## src/rtl/pipe_regfiles.sv

```systemverilog
// Architectural register state: 32x32 GPR file with registered write-first reads,
// plus the control-register file (mode, exception capture, interrupt status).
module pipe_regfiles (
    input  logic        clk,
    input  logic        rst,
    input  logic        stall,
    input  logic [4:0]  rs1_addr,
    input  logic [4:0]  rs2_addr,
    output logic [31:0] rs1_data,
    output logic [31:0] rs2_data,
    input  logic        we1,
    input  logic        we2,
    input  logic [4:0]  wa1,
    input  logic [4:0]  wa2,
    input  logic [31:0] wd1,
    input  logic [31:0] wd2,
    output logic [31:0] ret_val,
    input  logic [4:0]  cr_raddr,
    output logic [31:0] cr_rdata,
    input  logic        cr_we,
    input  logic        exc_in_wb,
    input  logic        tlb_exc_in_wb,
    input  logic        interrupt_in_wb,
    input  logic        rfe_in_wb,
    input  logic        rfi_in_wb,
    input  logic [31:0] epc,
    input  logic [31:0] efg,
    input  logic [31:0] tlb_addr,
    input  logic [15:0] interrupts,
    output logic        kmode,
    output logic [31:0] cdv,
    output logic [31:0] interrupt_state
);

    typedef enum logic [4:0] {
        CR_PSR = 5'd0, CR_PID = 5'd1, CR_ISR = 5'd2, CR_IMR = 5'd3, CR_EPC = 5'd4,
        CR_EFG = 5'd5, CR_TLB = 5'd6, CR_KSP = 5'd7, CR_CDV = 5'd8
    } cr_idx_e;

    logic [31:0] r_gpr [32];
    logic [31:0] r_rs1_data, r_rs2_data, r_cr_rdata;
    logic [2:0]  r_psr;
    logic [15:0] r_isr, r_imr;
    logic [31:0] r_pid, r_epc, r_efg, r_tlb, r_ksp, r_cdv;

    logic [2:0]  w_psr_n;
    logic [15:0] w_isr_n, w_imr_n;
    logic [31:0] w_pid_n, w_epc_n, w_efg_n, w_tlb_n, w_ksp_n, w_cdv_n;
    logic [31:0] w_rs1_n, w_rs2_n, w_cr_rd_n;
    logic [15:0] w_istate;
    logic        w_irq_any;
    logic [3:0]  w_irq_idx;
    logic        w_exc_any;

    // Write-first read: port 1 forwarding is checked first so it wins on a shared address.
    function automatic logic [31:0] gpr_fwd(input logic [4:0] a);
        if (a == 5'd0)                return '0;
        else if (we1 && (wa1 == a))   return wd1;
        else if (we2 && (wa2 == a))   return wd2;
        else                          return r_gpr[a];
    endfunction

    always_comb begin
        w_rs1_n = gpr_fwd(rs1_addr);
        w_rs2_n = gpr_fwd(rs2_addr);
    end

    assign w_istate = r_psr[2] ? (r_isr & r_imr) : '0;

    always_comb begin
        w_irq_any = 1'b0;
        w_irq_idx = '0;
        for (int unsigned i = 0; i < 16; i++) begin
            if (w_istate[i]) begin
                w_irq_any = 1'b1;
                w_irq_idx = 4'(i);
            end
        end
    end

    assign w_exc_any = exc_in_wb || tlb_exc_in_wb || interrupt_in_wb;

    // Events are applied in priority order on the running next-state values.
    always_comb begin
        w_psr_n = r_psr;
        w_isr_n = r_isr;
        w_imr_n = r_imr;
        w_pid_n = r_pid;
        w_epc_n = r_epc;
        w_efg_n = r_efg;
        w_tlb_n = r_tlb;
        w_ksp_n = r_ksp;
        w_cdv_n = r_cdv;
        if (cr_we) begin
            case (wa1)
                CR_PSR:  w_psr_n = wd1[2:0];
                CR_PID:  w_pid_n = wd1;
                CR_ISR:  w_isr_n = wd1[15:0];
                CR_IMR:  w_imr_n = wd1[15:0];
                CR_EPC:  w_epc_n = wd1;
                CR_EFG:  w_efg_n = wd1;
                CR_TLB:  w_tlb_n = wd1;
                CR_KSP:  w_ksp_n = wd1;
                CR_CDV:  w_cdv_n = wd1;
                default: ;
            endcase
        end
        w_isr_n = w_isr_n | interrupts;
        if (rfe_in_wb) w_psr_n[0] = w_psr_n[1];
        if (rfi_in_wb) begin
            w_psr_n[0] = w_psr_n[1];
            w_psr_n[2] = 1'b1;
        end
        if (w_exc_any) begin
            w_epc_n    = epc;
            w_efg_n    = efg;
            w_psr_n[1] = w_psr_n[0];
            w_psr_n[0] = 1'b1;
        end
        if (tlb_exc_in_wb) w_tlb_n = tlb_addr;
        if (interrupt_in_wb) begin
            w_psr_n[2] = 1'b0;
            if (w_irq_any) w_isr_n[w_irq_idx] = 1'b0;
        end
    end

    always_comb begin
        case (cr_raddr)
            CR_PSR:  w_cr_rd_n = {29'd0, w_psr_n};
            CR_PID:  w_cr_rd_n = w_pid_n;
            CR_ISR:  w_cr_rd_n = {16'd0, w_isr_n};
            CR_IMR:  w_cr_rd_n = {16'd0, w_imr_n};
            CR_EPC:  w_cr_rd_n = w_epc_n;
            CR_EFG:  w_cr_rd_n = w_efg_n;
            CR_TLB:  w_cr_rd_n = w_tlb_n;
            CR_KSP:  w_cr_rd_n = w_ksp_n;
            CR_CDV:  w_cr_rd_n = w_cdv_n;
            default: w_cr_rd_n = '0;
        endcase
    end

    always_ff @(posedge clk) begin
        if (rst) begin
            for (int unsigned i = 0; i < 32; i++) r_gpr[i] <= '0;
            r_rs1_data <= '0;
            r_rs2_data <= '0;
            r_cr_rdata <= '0;
            r_psr      <= 3'b001;
            r_isr      <= '0;
            r_imr      <= '0;
            r_pid      <= '0;
            r_epc      <= '0;
            r_efg      <= '0;
            r_tlb      <= '0;
            r_ksp      <= '0;
            r_cdv      <= '0;
        end else begin
            if (we2 && (wa2 != 5'd0)) r_gpr[wa2] <= wd2;
            if (we1 && (wa1 != 5'd0)) r_gpr[wa1] <= wd1;
            if (!stall) begin
                r_rs1_data <= w_rs1_n;
                r_rs2_data <= w_rs2_n;
                r_cr_rdata <= w_cr_rd_n;
            end
            r_psr <= w_psr_n;
            r_isr <= w_isr_n;
            r_imr <= w_imr_n;
            r_pid <= w_pid_n;
            r_epc <= w_epc_n;
            r_efg <= w_efg_n;
            r_tlb <= w_tlb_n;
            r_ksp <= w_ksp_n;
            r_cdv <= w_cdv_n;
        end
    end

    assign rs1_data        = r_rs1_data;
    assign rs2_data        = r_rs2_data;
    assign cr_rdata        = r_cr_rdata;
    assign ret_val         = r_gpr[1];
    assign kmode           = r_psr[0];
    assign cdv             = r_cdv;
    assign interrupt_state = {16'd0, w_istate};

endmodule

```

## config.mk

```make
export PLATFORM = sky130hd
export DESIGN_NAME = pipe_regfiles
export DESIGN_NICKNAME = d
export VERILOG_FILES = /design/src/rtl/pipe_regfiles.sv
export SDC_FILE = /design/constraint.sdc
export NUM_CORES = 2
export LEC_CHECK = 0
export CORE_ASPECT_RATIO = 0.75
export CORE_MARGIN = 1.5
export CORE_UTILIZATION = 60
export CTS_CLUSTER_DIAMETER = 80
export DETAILED_ROUTE_END_ITERATION = 10
export GPL_TIMING_DRIVEN = 0
export PLACE_DENSITY = 0.8
export SLEW_MARGIN = 15
export SYNTH_ARGS = -nofsm -noshare
export SYNTH_HDL_FRONTEND = slang
export SYNTH_SLANG_ARGS = --single-unit
```

## constraint.sdc

```tcl
create_clock -name clk -period 5.9 [get_ports clk]
set_clock_uncertainty 0.05 [all_clocks]
set_input_delay 0.885 -clock clk [delete_from_list [all_inputs] [get_ports clk]]
set_output_delay 0.885 -clock clk [all_outputs]
set_load 0.02 [all_outputs]
```

# Yosys cells after proc, flatten, opt, wreduce, memory -nomap -nowiden
# Memories as Yosys holds them, arrays and structs flattened.
# Cells that the tools add are included.
[op_classes]
magnitude_cmp = 2
eq_ne = 20
mux = 83
bitwise_logic = 4
reduce_logical = 17
[ops]
columns = ["operator", "count"]
rows = [
  ["two-way mux 32 bit", 23],
  ["one-hot mux 32 bit (9 select lines)", 1],
  ["two-way mux 16 bit", 7],
  ["OR reduction 32 bit", 2],
  ["two-way mux 4 bit", 14],
  ["== test 5 x 3 -> 1 bit (second input constant)", 8],
  ["bitwise AND 16 bit", 2],
  ["two-way mux 1 bit", 32],
  ["== test 5 x 2 -> 1 bit (second input constant)", 4],
  ["== test 5 bit", 4],
  ["zero test 5 bit", 4],
  ["inverter 16 bit", 1],
  ["OR 16 bit", 1],
  ["== test 5 x 1 -> 1 bit (second input constant)", 2],
  ["== test 5 x 4 -> 1 bit (second input constant)", 2],
  ["two-way mux 5 bit", 2],
  ["nonzero test 5 bit", 2],
  ["logical AND 1 bit", 7],
  ["two-way mux 3 bit", 2],
  ["less-than comparator 4 x 5 -> 1 bit (second input constant)", 1],
  ["demux 1 bit (select 4 bit)", 1],
  ["greater-or-equal comparator 4 x 1 -> 1 bit (second input constant)", 1],
  ["logical OR 1 bit", 2],
  ["two-way mux 2 bit", 1],
]
[totals]
reg_bits = 323
ram_bits = 1024
input_bits = 212
wordCells = 139
memories = 1
[memory_table]
columns = ["memory", "words", "width", "read_ports", "rd_ports_with_merged_regs", "write_ports", "line_no", "text"]
rows = [
  ["r_gpr", 32, 32, 3, 0, 32, "40", "logic [31:0] r_gpr [32];"],
]

# Depth between registers and ports, before layout
[logic_depth]
depth_word = 26
ltp_mapped = 10

# Worst setup path after synthesis
# No wires, ideal clock.
[synth_path]
path_type = "input to register"
start = "input port wa2[4]"
end = "memory r_gpr[16][0], enable pin"
setup_ps = 466
t_arrival_ps = 3980
path_slack_ps = 1404
cell_stages = 4
path_buffers = 2
cell_sequence = "clkbuf_1 > or3b_1 > clkbuf_1 > o21ai_0"
[synth_lines]
columns = ["element", "line_no", "text"]
rows = [
  ["from (decl)", "14", "input logic [4:0] wa2,"],
  ["to (decl)", "40", ""],
]

==> results by stage <==
Final layout:
- Compared with the post-synthesis result, the final layout area differs by 15.9%.
- The filler cells instantiated in the layout total 8,377.
- The count of cells in the finished layout, fillers not included, comes to 7,976.
- The final cell area excluding filler cells is 84,100 um2.
- Cells with a size suffix above 1 make up 15.1% of the layout.
- The fraction of the core area covered by cells at the end of the flow is 70.1%.
- The most frequent standard cell in the layout excluding fill and tap cells is sky130_fd_sc_hd__edfxtp_1.
- The net count of the finished layout is 6,442.
- The top cell types in the final layout, fill and taps aside, are 1,024 x sky130_fd_sc_hd__edfxtp_1, 996 x sky130_fd_sc_hd__a22o_1, 657 x sky130_fd_sc_hd__clkbuf_1.

Drt:
- For this run, the detailed router's first-pass iteration total came to 11.
- The per-cell routed wire length is 40.8 um.
- The number of remaining DRC errors is 2.
- The routed layout has 64,300 vias.
- In this run the remaining antenna-violating nets after routing total 0.
- The total wirelength of the detailed-routed design is 326,000 um.
- The number of DRC markers in iteration 0 is 13,300.
- After detailed routing, the number of vias per cell comes to 8.07.

STA:
- The number of pins exceeding their max-slew limit in the final report is 0.
- At the pin with the least slew margin, the transition time is 1.44 ns.
- The number of endpoints with negative hold slack in the final report was 0.
- The worst slew slack as a fraction of its limit is 4.17%.
- Setup repair after global routing left no endpoint under its margin.
- The share of the clock period used by the worst path is 86.0%.
- The final count of negative-setup-slack endpoints is 0.
- The worst path in the final design needs a cycle of 5.07 ns, including I/O delays and setup.
- Derived from the worst setup path, the maximum achievable clock frequency is 197 MHz.

Critical path:
- The arrival time of the worst setup path is 5.71 ns.
- Among the stages of the critical path, the cell type that occurs most often is sky130_fd_sc_hd__clkbuf_1.
- The startpoint class of the critical path is an input port.
- The slowest stage of the critical path belongs to the cell sky130_fd_sc_hd__nor3_1.
- STA classifies the critical path endpoint as a register.
- The data required time of the critical path is 6.54 ns.
- Walking the worst path, the cells encountered are clkdlybuf4s50_1 > clkbuf_1 > nor2b_1 > clkbuf_1 > nand2_1 > nor2_1 > nor3_1 > clkbuf_1 > a22o_1.
- The critical path starts at rst.
- By startpoint and endpoint, the worst setup path is classified as input port to register.
- The startpoint identified for the worst register-to-register timing path is r_psr[2]$_SDFF_PP0_.
- The buffer and inverter count on the worst path is 4.
- The gate family responsible for the most delay along the worst path is buffers and inverters.
- On the worst path, the slowest cell contributes a delay of 0.95 ns.
- The setup check on the worst reg-to-reg path leaves a slack of 2.82 ns.
- Along the worst path, the maximum fanout reaches 10.

Clock tree:
- The level count of the clock H-tree is 4.
- The count of hold-fix buffers inserted at cts is 0.
- The post-cts gate resize count is 0.
- The clock edge transition at the registers on the reported setup and hold paths is 0.07 ns.
- The buffer levels on the longest clock path is 3.
- The insertion delay to the later sink of the worst-skew pair is 0.83 ns.
- After clock tree synthesis, the setup repair step added 0 buffers.
- TritonCTS built the clock tree.
- Counting every sink on the clock net gives 1,347.
- The number of clock buffers added by TritonCTS is 139.
- The root buffer cell chosen for the clock tree is sky130_fd_sc_hd__clkbuf_16.

Status:
- The run finished, with violations left.
- The final reports fail on design-rule violations.

Synth:
- The average cell area after synthesis is 12.8 um2.
- The sequential-to-total area share from yosys stat is 51.2%.
- The number of unique standard cell types used by synthesis is 74.
- The cell area that synthesis handed to floorplanning was 72,600 um2.
- The fraction of registers with async set/reset is 0%.
- The number of register bits inferred by synthesis is 1,347.
- The most used flip-flop cell after synthesis is sky130_fd_sc_hd__edfxtp_1.
- The yosys synthesis warning count is 0.
- In the synthesized netlist, the number of instances is 5,655.
- The number of flops mapped to enable cells by yosys is 1,024.

Global routing:
- The number of antenna violations at the first check in global routing was 28.
- The first-pass GRT wire length is 446,000 um.
- Global routing finished with a remaining overflow of 0.
- The pin count of the biggest net entering global routing is 24.
- The via count of the first global-routing pass is 60,000.
- For this run, the total global-route usage over all layers was measured as 52.0%.

Power:
- Across the VDD grid, the largest voltage drop is 0.359 mV.
- Combinational cells account for 14.5% of the total power.
- The internal power component is 17,000 uW.
- The switching power share of the total is 27.9%.
- The clock network accounts for 38.6% of the total power.
- The power density over the cells is 280 nW/um2.
- The sequential group share of total power is 46.9%.
- The leakage power is 0.0290 uW.
- The switching component of the power is 6580 uW.

Floorplan:
- The core area is 120,000 um2.
- 405 I/O pins were placed.
- The chip width is 405 um.
- The starting density of the core is 60.5%.
- The row count is 110.
- The die boundary height is 304 um.
- The die covers 123,000 um2.

Flow run:
- The count of max-cap constraint violations is 0.

Place:
- The congestion estimate from routability-driven global placement came to 1.16.
- The number of instances in the placed design is 7,711.
- The cell area after placement is 79,500 um2.
- The number of buffers added on ports is 351.
- Once detailed placement completed, the half-perimeter wirelength came to 248,000 um.

Hold path:
- The worst hold path belongs to the class register to register.
- The startpoint of the lowest-slack hold path is cr_rdata[22]$_SDFFE_PP0N_.
## tightest hold or removal path: stages (launching register included)
cell                       delay [ns]
sky130_fd_sc_hd__dfxtp_1         0.33
sky130_fd_sc_hd__nand2_1         0.05
sky130_fd_sc_hd__o211ai_1        0.07
## registers in the layout, summed over array words and instances (netlist names)
| register | flops |
|---|---|
| rs2_data | 32 |
| r_tlb | 32 |
| r_ksp | 32 |
| cdv | 32 |
| r_gpr | 1024 |
| r_imr | 16 |
| r_isr | 16 |
| r_pid | 32 |
| r_epc | 32 |
| r_efg | 32 |
| rs1_data | 32 |
| cr_rdata | 32 |
| r_psr | 3 |
## path summary, 6_finish.rpt
check	to	cells after the start
max	r_gpr[31][22]$_DFFE_PP_	9
min	cr_rdata[22]$_SDFFE_PP0N_	2
max reg2reg	cr_rdata[1]$_SDFFE_PP0N_	6
min reg2reg	cr_rdata[22]$_SDFFE_PP0N_	2
## stage by stage
| step | hold slack (ns) | worst slack (ns) | TNS, ns | power (uW) |
|---|---|---|---|---|
| after floorplan | 0.387 | 1.40 | 0 | 13000 |
| after global placement | 0.407 | -2.12 | -1383.15 | 14300 |
| after detailed placement | 0.409 | 0.546 | 0 | 14400 |
| after CTS | 0.423 | 1.37 | 0 | 23200 |
| after global routing | 0.437 | 0.961 | 0 | 23800 |
| final | 0.430 | 0.826 | 0 | 23600 |
## Yosys cell counts (62+ instances only)
| cell | n | area (um2) |
|---|---|---|
| sky130_fd_sc_hd__edfxtp_1 | 1024 | 30700 |
| sky130_fd_sc_hd__a22o_1 | 996 | 8720 |
| sky130_fd_sc_hd__clkbuf_1 | 655 | 2460 |
| sky130_fd_sc_hd__mux4_2 | 513 | 11600 |
| sky130_fd_sc_hd__nor2_1 | 380 | 1430 |
| sky130_fd_sc_hd__dfxtp_1 | 323 | 6470 |
| sky130_fd_sc_hd__a22oi_1 | 261 | 1960 |
| sky130_fd_sc_hd__nand2_1 | 224 | 841 |
| sky130_fd_sc_hd__o21ai_0 | 132 | 661 |
| sky130_fd_sc_hd__mux2i_1 | 129 | 1290 |
| sky130_fd_sc_hd__nand3_1 | 120 | 601 |
| sky130_fd_sc_hd__nor3_1 | 113 | 566 |
| sky130_fd_sc_hd__o22ai_1 | 99 | 619 |
| sky130_fd_sc_hd__buf_2 | 78 | 390 |
| sky130_fd_sc_hd__buf_1 | 70 | 263 |
| sky130_fd_sc_hd__a221o_1 | 64 | 641 |
| sky130_fd_sc_hd__a211oi_1 | 62 | 465 |
## layer usage
layer | share of wire [%] | global-route usage, %
met1 | 35 | 72.3
met2 | 38 | 66.3
met3 | 20 | 27.4
met4 | 6.0 | 24.6
met5 | 0.11 | 0.507
## power by group through the flow
stage / sequential, uW / clock, uW / combinational, uW
detailed placement: 11200 / 0 / 3200
finish: 11100 / 9110 / 3410
global route: 11100 / 9300 / 3420
floorplan: 11200 / 0 / 1780
global placement: 11200 / 0 / 3050
CTS: 11000 / 8920 / 3210
## area by class of cell
type,instances,area (um2),share of cell area [%]
buffer,823,3310,3.94
antenna,11,27.5,0.0327
sequential,1347,37200,44.2
clock inverter,62,596,0.708
multi-input combinational,3525,32700,38.9
clock buffer,190,3920,4.65
tap,1624,2030,2.41
timing repair buffer,387,4310,5.12
inverter,7,26.3,0.0312
## cells by family (layout without fill, tap and decap cells)
kind of cell / count (synthesis) / in the layout / synth area share, %
other: 1 / 59 / 0.00516
AO/OA/AOI/OAI: 1846 / 1846 / 20.3
XOR/XNOR: 20 / 20 / 0.241
AND/OR/NAND/NOR: 962 / 962 / 5.90
flip-flops: 1347 / 1347 / 51.2
buffers and inverters: 830 / 1469 / 4.53
multiplexers: 649 / 649 / 17.8
Power figures use the tool's default switching activity.
